--- src/rtl/msi_irq_axi_master.sv ---
// msi_irq_axi_master: multi-vector MSI generator issuing single-beat AXI4
// posted writes. Per-vector request edges latch pending bits. A round-robin
// arbiter grants unmasked pending vectors one at a time. Each grant becomes
// one AW+W write, and the B response retires it and counts errors.
// Optional build macro MSI_AXI_PARITY_EN: odd byte parity on WDATA and WSTRB.
// With the macro undefined, both parity outputs are tied to all-ones.
module msi_irq_axi_master #(
  parameter int          DATA_W     = 256,
  parameter int          NUM_VEC    = 8,
  parameter logic [7:0]  AXI_ID     = 8'h00,
  parameter logic [87:0] AWUSER_MSI = {1'b1, 63'b0, 24'h000002}
) (
  input  logic                                      clk,
  input  logic                                      rstn,
  input  logic                                      cfg_msi_en,
  input  logic [63:0]                               cfg_msi_addr,
  input  logic [15:0]                               cfg_msi_data,
  input  logic [2:0]                                cfg_mme,
  input  logic [NUM_VEC-1:0]                        irq_req,
  input  logic [NUM_VEC-1:0]                        irq_mask,
  output logic [NUM_VEC-1:0]                        irq_pending,
  output logic [1:0]                                state,
  output logic [15:0]                               err_cnt,
  output logic [4:0]                                last_err_vec,
  output logic [63:0]                               MASTER_AXI_AWADDR,
  output logic [7:0]                                MASTER_AXI_AWID,
  output logic [7:0]                                MASTER_AXI_AWLEN,
  output logic [2:0]                                MASTER_AXI_AWSIZE,
  output logic [87:0]                               MASTER_AXI_AWUSER,
  output logic                                      MASTER_AXI_AWVALID,
  input  logic                                      MASTER_AXI_AWREADY,
  output logic [DATA_W-1:0]                         MASTER_AXI_WDATA,
  output logic [DATA_W/8-1:0]                       MASTER_AXI_WDATA_PAR,
  output logic [DATA_W/8-1:0]                       MASTER_AXI_WSTRB,
  output logic [((DATA_W >= 64) ? DATA_W/64 : 1)-1:0] MASTER_AXI_WSTRB_PAR,
  output logic                                      MASTER_AXI_WLAST,
  output logic                                      MASTER_AXI_WVALID,
  input  logic                                      MASTER_AXI_WREADY,
  input  logic [7:0]                                MASTER_AXI_BID,
  input  logic [1:0]                                MASTER_AXI_BRESP,
  input  logic                                      MASTER_AXI_BVALID,
  output logic                                      MASTER_AXI_BREADY
);

  localparam int         BYTES   = DATA_W / 8;
  localparam int         OFF_W   = $clog2(BYTES);
  localparam int         SP_W    = (DATA_W >= 64) ? DATA_W / 64 : 1;
  localparam logic [2:0] AW_SIZE = 3'(OFF_W);
  localparam logic [5:0] NV6     = 6'(NUM_VEC);
  localparam logic [NUM_VEC-1:0] VEC_ONE = (NUM_VEC)'(1);

  typedef enum logic [1:0] {IDLE = 2'd0, ISSUE = 2'd1, WAIT_B = 2'd2} state_t;

  state_t               state_reg, state_next;
  logic [NUM_VEC-1:0]   req_q_reg, pending_reg, pending_next;
  logic [NUM_VEC-1:0]   rise, cand, cand_rot, clr;
  logic [2*NUM_VEC-1:0] cand_dbl;
  logic [4:0]           rr_ptr_reg, grant_reg, grant_idx, grant_off, rr_ptr_next;
  logic [5:0]           grant_sum, ptr_sum;
  logic                 grant_found, grant_fire, b_fire, aw_done, w_done;
  logic [2:0]           mme_eff;
  logic [15:0]          msg_mask, msg;
  logic [63:0]          addr_al;
  logic [OFF_W-1:0]     off;
  logic [DATA_W-1:0]    wdata_next;
  logic [BYTES-1:0]     wstrb_next;

  logic [63:0]          awaddr_reg;
  logic [7:0]           awid_reg;
  logic [2:0]           awsize_reg;
  logic [87:0]          awuser_reg;
  logic                 awvalid_reg, wvalid_reg, wlast_reg;
  logic [DATA_W-1:0]    wdata_reg;
  logic [BYTES-1:0]     wstrb_reg;
  logic [15:0]          err_cnt_reg;
  logic [4:0]           last_err_vec_reg;

  // BID is deliberately ignored and address bits [1:0] are forced to zero.
  logic unused_ok;
  assign unused_ok = ^{MASTER_AXI_BID, cfg_msi_addr[1:0]};

  assign rise   = irq_req & ~req_q_reg;
  assign cand   = pending_reg & ~irq_mask;
  assign b_fire = (state_reg == WAIT_B) && MASTER_AXI_BVALID;

  // Round-robin pick: rotate candidates so rr_ptr sits at bit 0, take the lowest set bit.
  always_comb begin
    cand_dbl    = {cand, cand} >> rr_ptr_reg;
    cand_rot    = cand_dbl[NUM_VEC-1:0];
    grant_found = 1'b0;
    grant_off   = '0;
    for (int k = NUM_VEC - 1; k >= 0; k--) begin
      if (cand_rot[k]) begin
        grant_found = 1'b1;
        grant_off   = 5'(k);
      end
    end
    grant_sum = {1'b0, rr_ptr_reg} + {1'b0, grant_off};
    if (grant_sum >= NV6) grant_sum = grant_sum - NV6;
    grant_idx = grant_sum[4:0];
    ptr_sum   = {1'b0, grant_idx} + 6'd1;
    if (ptr_sum >= NV6) ptr_sum = ptr_sum - NV6;
    rr_ptr_next = ptr_sum[4:0];
    grant_fire  = (state_reg == IDLE) && cfg_msi_en && grant_found;
  end

  // Message payload: low mme bits of the base data carry the vector number.
  always_comb begin
    mme_eff    = (cfg_mme > 3'd5) ? 3'd5 : cfg_mme;
    msg_mask   = (16'd1 << mme_eff) - 16'd1;
    msg        = (cfg_msi_data & ~msg_mask) | ({11'b0, grant_idx} & msg_mask);
    addr_al    = {cfg_msi_addr[63:2], 2'b00};
    off        = addr_al[OFF_W-1:0];
    wdata_next = {{(DATA_W-16){1'b0}}, msg} << {off, 3'b000};
    wstrb_next = {{(BYTES-2){1'b0}}, 2'b11} << off;
  end

  // FSM state register.
  always_ff @(posedge clk or negedge rstn) begin
    if (!rstn) state_reg <= IDLE;
    else       state_reg <= state_next;
  end

  // FSM next state: leave ISSUE only once both AW and W have handshaked.
  always_comb begin
    state_next = state_reg;
    aw_done    = !awvalid_reg || MASTER_AXI_AWREADY;
    w_done     = !wvalid_reg  || MASTER_AXI_WREADY;
    unique case (state_reg)
      IDLE:    if (grant_fire) state_next = ISSUE;
      ISSUE:   if (aw_done && w_done) state_next = WAIT_B;
      WAIT_B:  if (MASTER_AXI_BVALID) state_next = IDLE;
      default: state_next = IDLE;
    endcase
  end

  // Pending bits: a new rising edge wins over the completion clear.
  always_comb begin
    clr          = b_fire ? (VEC_ONE << grant_reg) : '0;
    pending_next = (pending_reg & ~clr) | rise;
  end

  // Request edge history and pending register.
  always_ff @(posedge clk or negedge rstn) begin
    if (!rstn) begin
      req_q_reg   <= '0;
      pending_reg <= '0;
    end else begin
      req_q_reg   <= irq_req;
      pending_reg <= pending_next;
    end
  end

  // Latch the write at grant; each VALID drops on its own handshake.
  always_ff @(posedge clk or negedge rstn) begin
    if (!rstn) begin
      awaddr_reg  <= '0;
      awid_reg    <= '0;
      awsize_reg  <= '0;
      awuser_reg  <= '0;
      wdata_reg   <= '0;
      wstrb_reg   <= '0;
      wlast_reg   <= 1'b0;
      awvalid_reg <= 1'b0;
      wvalid_reg  <= 1'b0;
      grant_reg   <= '0;
      rr_ptr_reg  <= '0;
    end else if (grant_fire) begin
      awaddr_reg  <= addr_al;
      awid_reg    <= AXI_ID;
      awsize_reg  <= AW_SIZE;
      awuser_reg  <= AWUSER_MSI;
      wdata_reg   <= wdata_next;
      wstrb_reg   <= wstrb_next;
      wlast_reg   <= 1'b1;
      awvalid_reg <= 1'b1;
      wvalid_reg  <= 1'b1;
      grant_reg   <= grant_idx;
      rr_ptr_reg  <= rr_ptr_next;
    end else begin
      if (awvalid_reg && MASTER_AXI_AWREADY) awvalid_reg <= 1'b0;
      if (wvalid_reg && MASTER_AXI_WREADY)   wvalid_reg  <= 1'b0;
    end
  end

  // Error accounting on non-OKAY write responses.
  always_ff @(posedge clk or negedge rstn) begin
    if (!rstn) begin
      err_cnt_reg      <= '0;
      last_err_vec_reg <= '0;
    end else if (b_fire && (MASTER_AXI_BRESP != 2'b00)) begin
      if (err_cnt_reg != 16'hFFFF) err_cnt_reg <= err_cnt_reg + 16'd1;
      last_err_vec_reg <= grant_reg;
    end
  end

`ifdef MSI_AXI_PARITY_EN
  // Odd parity per data byte and per group of eight strobes.
  for (genvar gi = 0; gi < BYTES; gi++) begin : g_wdata_par
    assign MASTER_AXI_WDATA_PAR[gi] = ~^wdata_reg[8*gi +: 8];
  end
  if (DATA_W >= 64) begin : g_wstrb_par_wide
    for (genvar gi = 0; gi < SP_W; gi++) begin : g_wstrb_par
      assign MASTER_AXI_WSTRB_PAR[gi] = ~^wstrb_reg[8*gi +: 8];
    end
  end else begin : g_wstrb_par_narrow
    assign MASTER_AXI_WSTRB_PAR = ~^wstrb_reg;
  end
`else
  assign MASTER_AXI_WDATA_PAR = '1;
  assign MASTER_AXI_WSTRB_PAR = '1;
`endif

  assign irq_pending        = pending_reg;
  assign state              = state_reg;
  assign err_cnt            = err_cnt_reg;
  assign last_err_vec       = last_err_vec_reg;
  assign MASTER_AXI_AWADDR  = awaddr_reg;
  assign MASTER_AXI_AWID    = awid_reg;
  assign MASTER_AXI_AWLEN   = 8'd0;
  assign MASTER_AXI_AWSIZE  = awsize_reg;
  assign MASTER_AXI_AWUSER  = awuser_reg;
  assign MASTER_AXI_AWVALID = awvalid_reg;
  assign MASTER_AXI_WDATA   = wdata_reg;
  assign MASTER_AXI_WSTRB   = wstrb_reg;
  assign MASTER_AXI_WLAST   = wlast_reg;
  assign MASTER_AXI_WVALID  = wvalid_reg;
  assign MASTER_AXI_BREADY  = (state_reg == WAIT_B);

endmodule

--- config.mk ---
export PLATFORM = sky130hd
export DESIGN_NAME = msi_irq_axi_master
export DESIGN_NICKNAME = d
export VERILOG_FILES = /design/src/rtl/msi_irq_axi_master.sv
export SDC_FILE = /design/constraint.sdc
export NUM_CORES = 1
export LEC_CHECK = 0
export ABC_AREA = 0
export BUFFER_PORTS_ARGS = -buffer_cell sky130_fd_sc_hd__buf_2
export CELL_PAD_IN_SITES_DETAIL_PLACEMENT = 1
export CELL_PAD_IN_SITES_GLOBAL_PLACEMENT = 2
export CORE_AREA = 2 2 254 256
export DETAILED_ROUTE_END_ITERATION = 10
export DIE_AREA = 0 0 256 258
export PLACE_DENSITY_LB_ADDON = 0.1
export SYNTH_ARGS = -nofsm -noshare
export SYNTH_HDL_FRONTEND = slang
export SYNTH_SLANG_ARGS = --single-unit
export TNS_END_PERCENT = 5
--- constraint.sdc ---
create_clock -name clk -period 4.95 [get_ports clk]
set_clock_uncertainty 0.05 [all_clocks]
set_input_delay 0.2475 -clock clk [delete_from_list [all_inputs] [get_ports clk]]
set_output_delay 0.2475 -clock clk [all_outputs]
set_load 0.01 [all_outputs]
# After elaboration in Yosys (flattened, before gate mapping)
# Cells that the tools add are included.
[totals]
reg_bits = 403
wordCells = 90
[classes]
add_sub_neg = 6
order_cmp = 3
n_eq_ne = 6
shifts = 5
n_mux = 28
bitwise = 11
reduce_logical = 17
[op_table]
columns = ["op", "n"]
rows = [
  ["left shift 16 x 8 -> 256 bit", 1],
  ["two-way mux 5 bit", 7],
  ["left shift 2 x 5 -> 32 bit, first input constant", 1],
  ["AND 8 bit", 3],
  ["inverter 8 bit", 3],
  ["adder 16 x 1 -> 16 bit, second input constant", 1],
  ["AND 16 bit", 1],
  ["AND 5 x 16 -> 16 bit", 1],
  ["!= test 16 bit, second input constant", 1],
  ["inverter 16 bit", 1],
  ["bitwise OR 16 bit", 1],
  ["left shift 1 x 3 -> 16 bit, first input constant", 1],
  ["right shift 16 x 5 -> 8 bit", 1],
  ["subtractor 16 x 1 -> 16 bit, second input constant", 1],
  [">= comparator 6 x 4 -> 1 bit, second input constant", 2],
  ["two-way mux 1 bit", 12],
  ["two-way mux 3 bit", 4],
  ["subtractor 5 x 4 -> 5 bit, second input constant", 2],
  ["two-way mux 8 bit", 1],
  ["bitwise OR 8 bit", 1],
  ["left shift 1 x 5 -> 8 bit, first input constant", 1],
  ["logical AND 1 bit", 7],
  ["adder 5 x 1 -> 6 bit, second input constant", 1],
  ["adder 5 x 5 -> 6 bit", 1],
  ["other kinds (12)", 20],
]

# Logic depth before layout (Yosys ltp)
# Gate-level depths: netlist (run 1).
[depth]
ltp_word = 17
ltp_mapped = 18

# Worst setup path before layout (run 1)
# OpenSTA, ideal clock, no wires.
[synth_path]
kind = "flip-flop to flip-flop"
startpoint = "register rr_ptr_reg[1]"
endpoint = "register wdata_reg[196], in the netlist MASTER_AXI_WDATA[196]"
setup_time_ns = 0.068
arrival_ns = 3.568
slack_ns = 1.264
stages_incl_launch_ff = 16
path_buffers = 2
path_cell_list = "dfrtp_1 buf_6 buf_2 nand4b_1 a41oi_1 a211oi_1 o21ai_0 a211o_1 o21a_1 ha_1 fa_1 a21oi_1 o21ai_0 o22a_1 o21ai_1 a32o_1"
[synth_between]
elab_chain_cells = 15
word_cells_on_any_way = 25
classes_between = "2 x add/sub; 1 x order compare; 2 x shift; 17 x mux; 2 x bitwise; 1 x reduce/logical"
[synth_lines]
columns = ["item", "line", "rtl"]
rows = [
  ["from (decl)", "58", "logic [4:0] rr_ptr_reg, grant_reg, grant_idx, grant_off, rr_ptr_next;"],
  ["from (signal assigned)", "179", "rr_ptr_reg <= rr_ptr_next;"],
  ["right shift 16 x 5 -> 8 bit", "88", "cand_dbl = {cand, cand} >> rr_ptr_reg;"],
  ["two-way mux 3 bit (3 in series)", "93", "if (cand_rot[k]) begin"],
  ["two-way mux 5 bit (5 in series)", "93", ""],
  ["adder 5 x 5 -> 6 bit", "98", "grant_sum = {1'b0, rr_ptr_reg} + {1'b0, grant_off};"],
  ["subtractor 5 x 4 -> 5 bit / >= comparator 6 x 4 -> 1 bit (equally long branches)", "99", "if (grant_sum >= NV6) grant_sum = grant_sum - NV6;"],
  ["two-way mux 5 bit", "99", ""],
  ["AND 5 x 16 -> 16 bit", "111", "msg = (cfg_msi_data & ~msg_mask) | ({11'b0, grant_idx} & msg_mask);"],
  ["bitwise OR 16 bit", "111", ""],
  ["left shift 16 x 8 -> 256 bit", "114", "wdata_next = {{(DATA_W-16){1'b0}}, msg} << {off, 3'b000};"],
  ["to (signal assigned)", "173", "wdata_reg <= wdata_next;"],
  ["to (decl)", "73", "logic [DATA_W-1:0] wdata_reg;"],
]
# Parallel ways exist; a longest one is shown, timed or not.
# A chain may end at the register's enable or synchronous reset.

# Final worst setup path (run 1)
[layout_path]
startpoint = "register rr_ptr_reg[1]"
endpoint = "register wdata_reg[132], in the netlist MASTER_AXI_WDATA[132]"
# The elaborated chain is that of the path after synthesis.

==> reports/results.txt, run 1 <==
hold path cells - 2
Routed Antenna Nets - 0
Setup WS post-layout - 0.453 ns
number of global-route vias before repair - 10348
Core Rows - 93
reg-to-reg endpoint - MASTER_AXI_WDATA[132]
Ports - 645
Syn-to-layout area delta - 26.6%
Startpoint Class - flop
Port Buffers - 349
Max Freq - 222 MHz
crit-path max cell delay - 0.65 ns
critical path cell sequence - buf_4 -> nand4b_1 -> a41oi_1 -> a211oi_1 -> o21ai_0 -> a211o_1 -> o21a_1 -> ha_1 -> fa_1 -> a21oi_1 -> o21ai_0 -> o22a_1 -> o21ai_1 -> a32o_1
CTS Buf Count - 36
Setup Viol. Count Final - 0
final WL - 49300 um
Synth top area share - 46.8%
Async S/R FF share, synth - 100%
Clock Sink Count - 250
worst vdd ir - 0.229 mV
hold path endpoint - MASTER_AXI_AWADDR[4]
Slew headroom - 32.0%
CP top delay family - compound AO/OA/AOI/OAI gates
Die Height - 258 um
GR Overflow Total - 0
Root Driver - clkbuf_16
H-tree depth - 2
Min-Delay Path Class - in -> reg
layout cell share with drive strength beyond 1 - 32.6%
critical path type - reg -> reg
Vias - 10143
commonest non-fill, non-tap cell in the layout - buf_2
LEAKAGE - 8.28 nW
status - complete, no violations
Crit Path Max Fanout - 17
reg2reg start - rr_ptr_reg[1]
Area contributors post-synth - dfrtp_1 (47%), buf_4 (17%), o21ai_0 (6.4%), mux2_2 (6.0%), o31ai_2 (2.8%)
initial antenna violation count - 0
pwr dens - 551 nW/um^2
drt initial violations - 449
adder-cell share of the synthesized area - 0.806%
Final Hold Vio Count - 0
compound-gate portion of the synthesized area - 16.1%
FF+latch count, synth - 250
setup bufs post-CTS - 0
die area - 66000 sq um
pre-CTS WS - 0.384 ns
Worst setup EP type - flop
first-pass GRT wire length - 71900 um
register area share after synthesis - 46.8%
synthesized instance count - 1252
GP Congestion - 0.749
RSZ-0062 raised after global routing - no
count of final max-slew check failures - 0
final period utilization - 90.9%
Synth Warn # - 0
Initial Utilization - 21.0%
required time worst endpoint - 5.36 ns
Post-synth EDFFs - 0
Die X - 256 um
per-cell routed wire length - 19.4 um
CP dominant cell by count - o21ai_0
Yosys cell types - 64
Crit path arrival time - 4.91 ns
Synth Area in XOR/XNOR - 1.18%
CTS tree - built
worst-margin pin slew - 1.02 ns
# resized after CTS - 0
commonest register cell after synthesis - dfrtp_1
Clock Latency Late Sink - 0.53 ns
Bufs and invs on worst path - 1
worst hold start - cfg_msi_addr[4]
number of diodes - 0
post-synth top area cell - dfrtp_1
max reg flops - 128
final net count - 1785
dpl hpwl - 35500 um
CP max-delay cell - o21ai_1
DRC Markers - 0
syn avg cell area - 10.7 sq um
drt first pass iters - 4
R2R depth - 14
clk slew on worst S/H paths - 0.05 ns
largest net degree at the start of global routing - 117
simple logic cell fraction of the synthesized area - 8.07%
DR vias/cell - 3.99
Core ar. - 63600 sq um
Total GRT Usage - 14.4%
largest family of logic cells by synthesized area - buffers and inverters
mux share of post-synthesis cell area - 6.81%
reg2reg setup slack - 0.45 ns
deepest clock path buffer count - 3
post-route setup TNS - 0 ns
commonest non-fill, non-tap cells in the layout - buf_2 (348), conb_1 (285), dfrtp_1 (250)
Syn Std Cell Area - 13400 sq um
Tmin final - 4.50 ns
Maximum Capacitance Violations - 0
==> worst max path at each step <==
stage,from,endpoint,slack [ns],cells after the start
after global routing,rr_ptr_reg[1],MASTER_AXI_WDATA[132],0.07,14
after detailed placement,rr_ptr_reg[1],MASTER_AXI_WDATA[196],0.38,14
after CTS,rr_ptr_reg[1],MASTER_AXI_WDATA[196],0.37,14
after floorplan,rr_ptr_reg[1],MASTER_AXI_WDATA[196],1.26,15
after global placement,rr_ptr_reg[1],MASTER_AXI_WDATA[4],0.46,14
final,rr_ptr_reg[1],MASTER_AXI_WDATA[132],0.45,14
==> logic make-up after synthesis <==
kind of cell | after synthesis
DFF | 250
AOI/OAI and AO/OA | 306
muxes | 77
adders and majority gates | 8
other | 2
buffers and inverters | 390
and+or+nand+nor | 201
xor gates and xnor gates | 18
==> per-stage QoR <==
step | hold slack, ns | area [sq um] | instances | power [mW] | util [%]
after floorplan | -0.0981 | 14400 | 1535 | 5.34 | -
after global routing | 0.0400 | 16900 | 2540 | 10.0 | 26.6
after detailed placement | 0.237 | 14900 | 2398 | 6.82 | 23.5
final | 0.0303 | 16900 | 2540 | 9.32 | 26.6
after global placement | 0.236 | 14900 | 2398 | 6.80 | 23.5
after CTS | 0.00609 | 16900 | 2540 | 9.59 | 26.6
==> Yosys cell counts (10+ instances only) <==
| cell type | instances |
|---|---|
| nand2b_1 | 30 |
| dfrtp_1 | 250 |
| o21ai_0 | 171 |
| a32o_1 | 37 |
| o31ai_1 | 18 |
| nor2b_1 | 11 |
| nand3_1 | 52 |
| nor3_1 | 10 |
| mux2_2 | 71 |
| inv_1 | 18 |
| buf_4 | 308 |
| nor2_1 | 35 |
| clkbuf_1 | 48 |
| nand2_1 | 30 |
| o31ai_2 | 30 |
| xnor2_1 | 10 |
==> routing by layer <==
layer | vias to the layer above | share of wire [%] | GRT usage, %
met5 | - | 0 | 0
met4 | 0 | 2.5 | 4.32
met3 | 56 | 6.7 | 4.03
met2 | 349 | 48 | 23.6
met1 | 5125 | 43 | 18.3
li1 | 4613 | - | -
==> worst register-to-register path, stage by stage (launching register included) <==
cell and delay, ns:
dfrtp_1 0.57, buf_4 0.26, nand4b_1 0.10, a41oi_1 0.13, a211oi_1 0.53, o21ai_0 0.18, a211o_1 0.31, o21a_1 0.11
ha_1 0.21, fa_1 0.43, a21oi_1 0.21, o21ai_0 0.10, o22a_1 0.31, o21ai_1 0.65, a32o_1 0.28
==> timing repair <==
item	in CTS	in global routing
hold endpoints to repair	179	0
endpoints found under the setup margin	0	0
hold buffers	81	0
==> power by group <==
part           total (mW)  switching [mW]  internal [mW]
clock                2.61           0.996           1.61
sequential           3.00           0.387           2.62
combinational        3.71            2.23           1.47
==> cell type report <==
type | count | area (sq um)
Clock buffer | 52 | 1040
Tap cell | 855 | 1070
Sequential cell | 250 | 6260
Timing Repair Buffer | 460 | 2860
Clock inverter | 9 | 128
Fill cell | 7363 | 46700
Inverter | 19 | 71.3
Multi-Input combinational cell | 895 | 5490
(Power assumes the default switching activity.)
==> inputs of run 2 (changes only) <==
GPL_TIMING_DRIVEN = 0   (was not set)
==> reports/results.txt, run 2 (synthesis results as in run 1) <==
H-tree depth - 2
layout cell share with drive strength beyond 1 - 41.9%
Crit path arrival time - 4.98 ns
Root Driver - clkbuf_16
met2 GRT Util - 28.6%
LEAKAGE - 9.82 nW
Worst setup EP type - flop
Die Height - 258 um
count of final max-slew check failures - 0
deepest clock path buffer count - 3
Total GRT Usage - 16.4%
dpl hpwl - 43200 um
Crit Path Max Fanout - 10
Initial Utilization - 21.0%
drt first pass iters - 5
critical path cell sequence - clkbuf_1 -> buf_2 -> a211oi_1 -> a211oi_1 -> o21ai_0 -> a211o_1 -> o21a_1 -> ha_1 -> fa_1 -> xnor2_2 -> o21ai_1 -> a32o_1
CP max-delay cell - o21ai_1
met1 usage - 19.9%
Max Freq - 219 MHz
clk slew on worst S/H paths - 0.06 ns
Final Hold Vio Count - 0
DRC Markers - 0
Clock Latency Late Sink - 0.53 ns
Slew headroom - 27.0%
pwr dens - 499 nW/um^2
Ports - 645
post-route setup TNS - 0 ns
commonest non-fill, non-tap cells in the layout - buf_2 (355), buf_4 (308), conb_1 (285)
first-pass GRT wire length - 81500 um
Core ar. - 63600 sq um
Maximum Capacitance Violations - 0
final period utilization - 92.4%
Crit path depth - 12
CP dominant cell by count - a211oi_1
die area - 66000 sq um
reg2reg start - rr_ptr_reg[2]
Port Buffers - 348
CTS Buf Count - 35
Routed Antenna Nets - 0
max reg flops - 128
DR vias/cell - 3.92
number of global-route vias before repair - 11809
Bufs and invs on worst path - 2
Filler Cells Inserted - 7500
met3 Usage GRT - 4.67%
reg2reg setup slack - 0.37 ns
required time worst endpoint - 5.36 ns
final hold slack - 0.0290 ns
Syn-to-layout area delta - 43.6%
status - complete, no violations
Vias - 11258
CTS tree - built
largest net degree at the start of global routing - 107
worst-margin pin slew - 1.09 ns
GP Congestion - 0.752
commonest non-fill, non-tap cell in the layout - buf_2
Die X - 256 um
Setup Viol. Count Final - 0
per-cell routed wire length - 19.4 um
Core Rows - 93
Startpoint Class - flop
Setup crit end - MASTER_AXI_WDATA[34]
worst vdd ir - 0.207 mV
Tmin final - 4.58 ns
final net count - 2117
Min-Delay Path Class - in -> reg
drt initial violations - 422
grt peak-use layer - met2
end-of-flow core utilization - 30.1%
CP Launch Point - rr_ptr_reg[2]
crit-path max cell delay - 0.88 ns
critical path type - reg -> reg
initial antenna violation count - 2
final WL - 55600 um
RSZ-0062 raised after global routing - no
GR Overflow Total - 0
CP top delay family - compound AO/OA/AOI/OAI gates
Clock Sink Count - 250
reg-to-reg endpoint - MASTER_AXI_WDATA[34]
R2R depth - 12
==> run 2: cell types whose count changed in the layout (fill, tap and decap cells not counted), sizes merged <==
cell / before / now
bufinv: 3 / 1
clkbuf: 52 / 99
diode: 0 / 3
inv: 21 / 19
dlygate4sd3: 81 / 72
clkinv: 4 / 5
buf: 379 / 673
clkinvlp: 0 / 1
==> run 2: how the worst min path moves through the flow <==
stage | start | endpoint | slack, ns | cells past startpoint
finish | cfg_msi_data[14] | MASTER_AXI_WDATA[110] | 0.03 | 3
global route | cfg_msi_data[10] | MASTER_AXI_WDATA[170] | 0.02 | 3
CTS | cfg_msi_data[14] | MASTER_AXI_WDATA[110] | 0.0005 | 3
detailed placement | rstn | MASTER_AXI_AWADDR[22] | 0.21 | 1
global placement | irq_req[4] | req_q_reg[4] | 0.32 | 1
floorplan | rstn | MASTER_AXI_AWADDR[10] | -0.1 | 0
==> run 2: what timing repair did <==
| action | CTS | global route |
|---|---|---|
| endpoints found under the hold margin | 141 | 0 |
| setup buffers | 0 | 0 |
| setup endpoints to repair | 0 | 24 |
| gates resized for setup | 0 | 3 |
| hold buffers | 72 | 0 |
==> run 2: layer usage <==
layer	share of wire [%]	vias up
li1	-	5283
met1	41	5568
met2	50	350
met3	6.5	57
met4	1.9	0
met5	0	-
==> run 2: final cells by class <==
class | instances | area, sq um | share of cell area, %
inverters | 19 | 71.3 | 0.372
diodes | 3 | 7.51 | 0.0392
clock inverters | 7 | 66.3 | 0.346
plain buffers | 371 | 2610 | 13.6
clock buffers | 51 | 1070 | 5.57
flip-flops and latches | 250 | 6260 | 32.6
well taps | 855 | 1070 | 5.58
multi-input cells | 895 | 5500 | 28.7
repair buffers | 422 | 2530 | 13.2
==> run 2: power breakdown <==
part	internal, mW	switching [mW]	leakage [nW]	total (mW)
Sequential	2.62	0.361	3.22	2.98
Clock	1.54	0.982	0.561	2.52
Combinational	1.63	2.44	6.04	4.07
Total	5.78	3.78	9.82	9.57
==> run 2: worst min-delay path, delay by kind of cell <==
kind	cells	cell delay, ns
compound gates	1	0.07
buf+inv	1	0.16
simple gates	1	0.09
==> run 2: metrics by stage <==
stage	total power, mW	setup slack (ns)	area (sq um)	instances
floorplan	5.34	1.26	14400	1535
global placement	7.05	-1.65	17200	2738
detailed placement	7.10	0.140	17300	2740
CTS	9.77	0.113	19200	2870
global route	10.2	0.105	19200	2872
finish	9.57	0.374	19200	2873
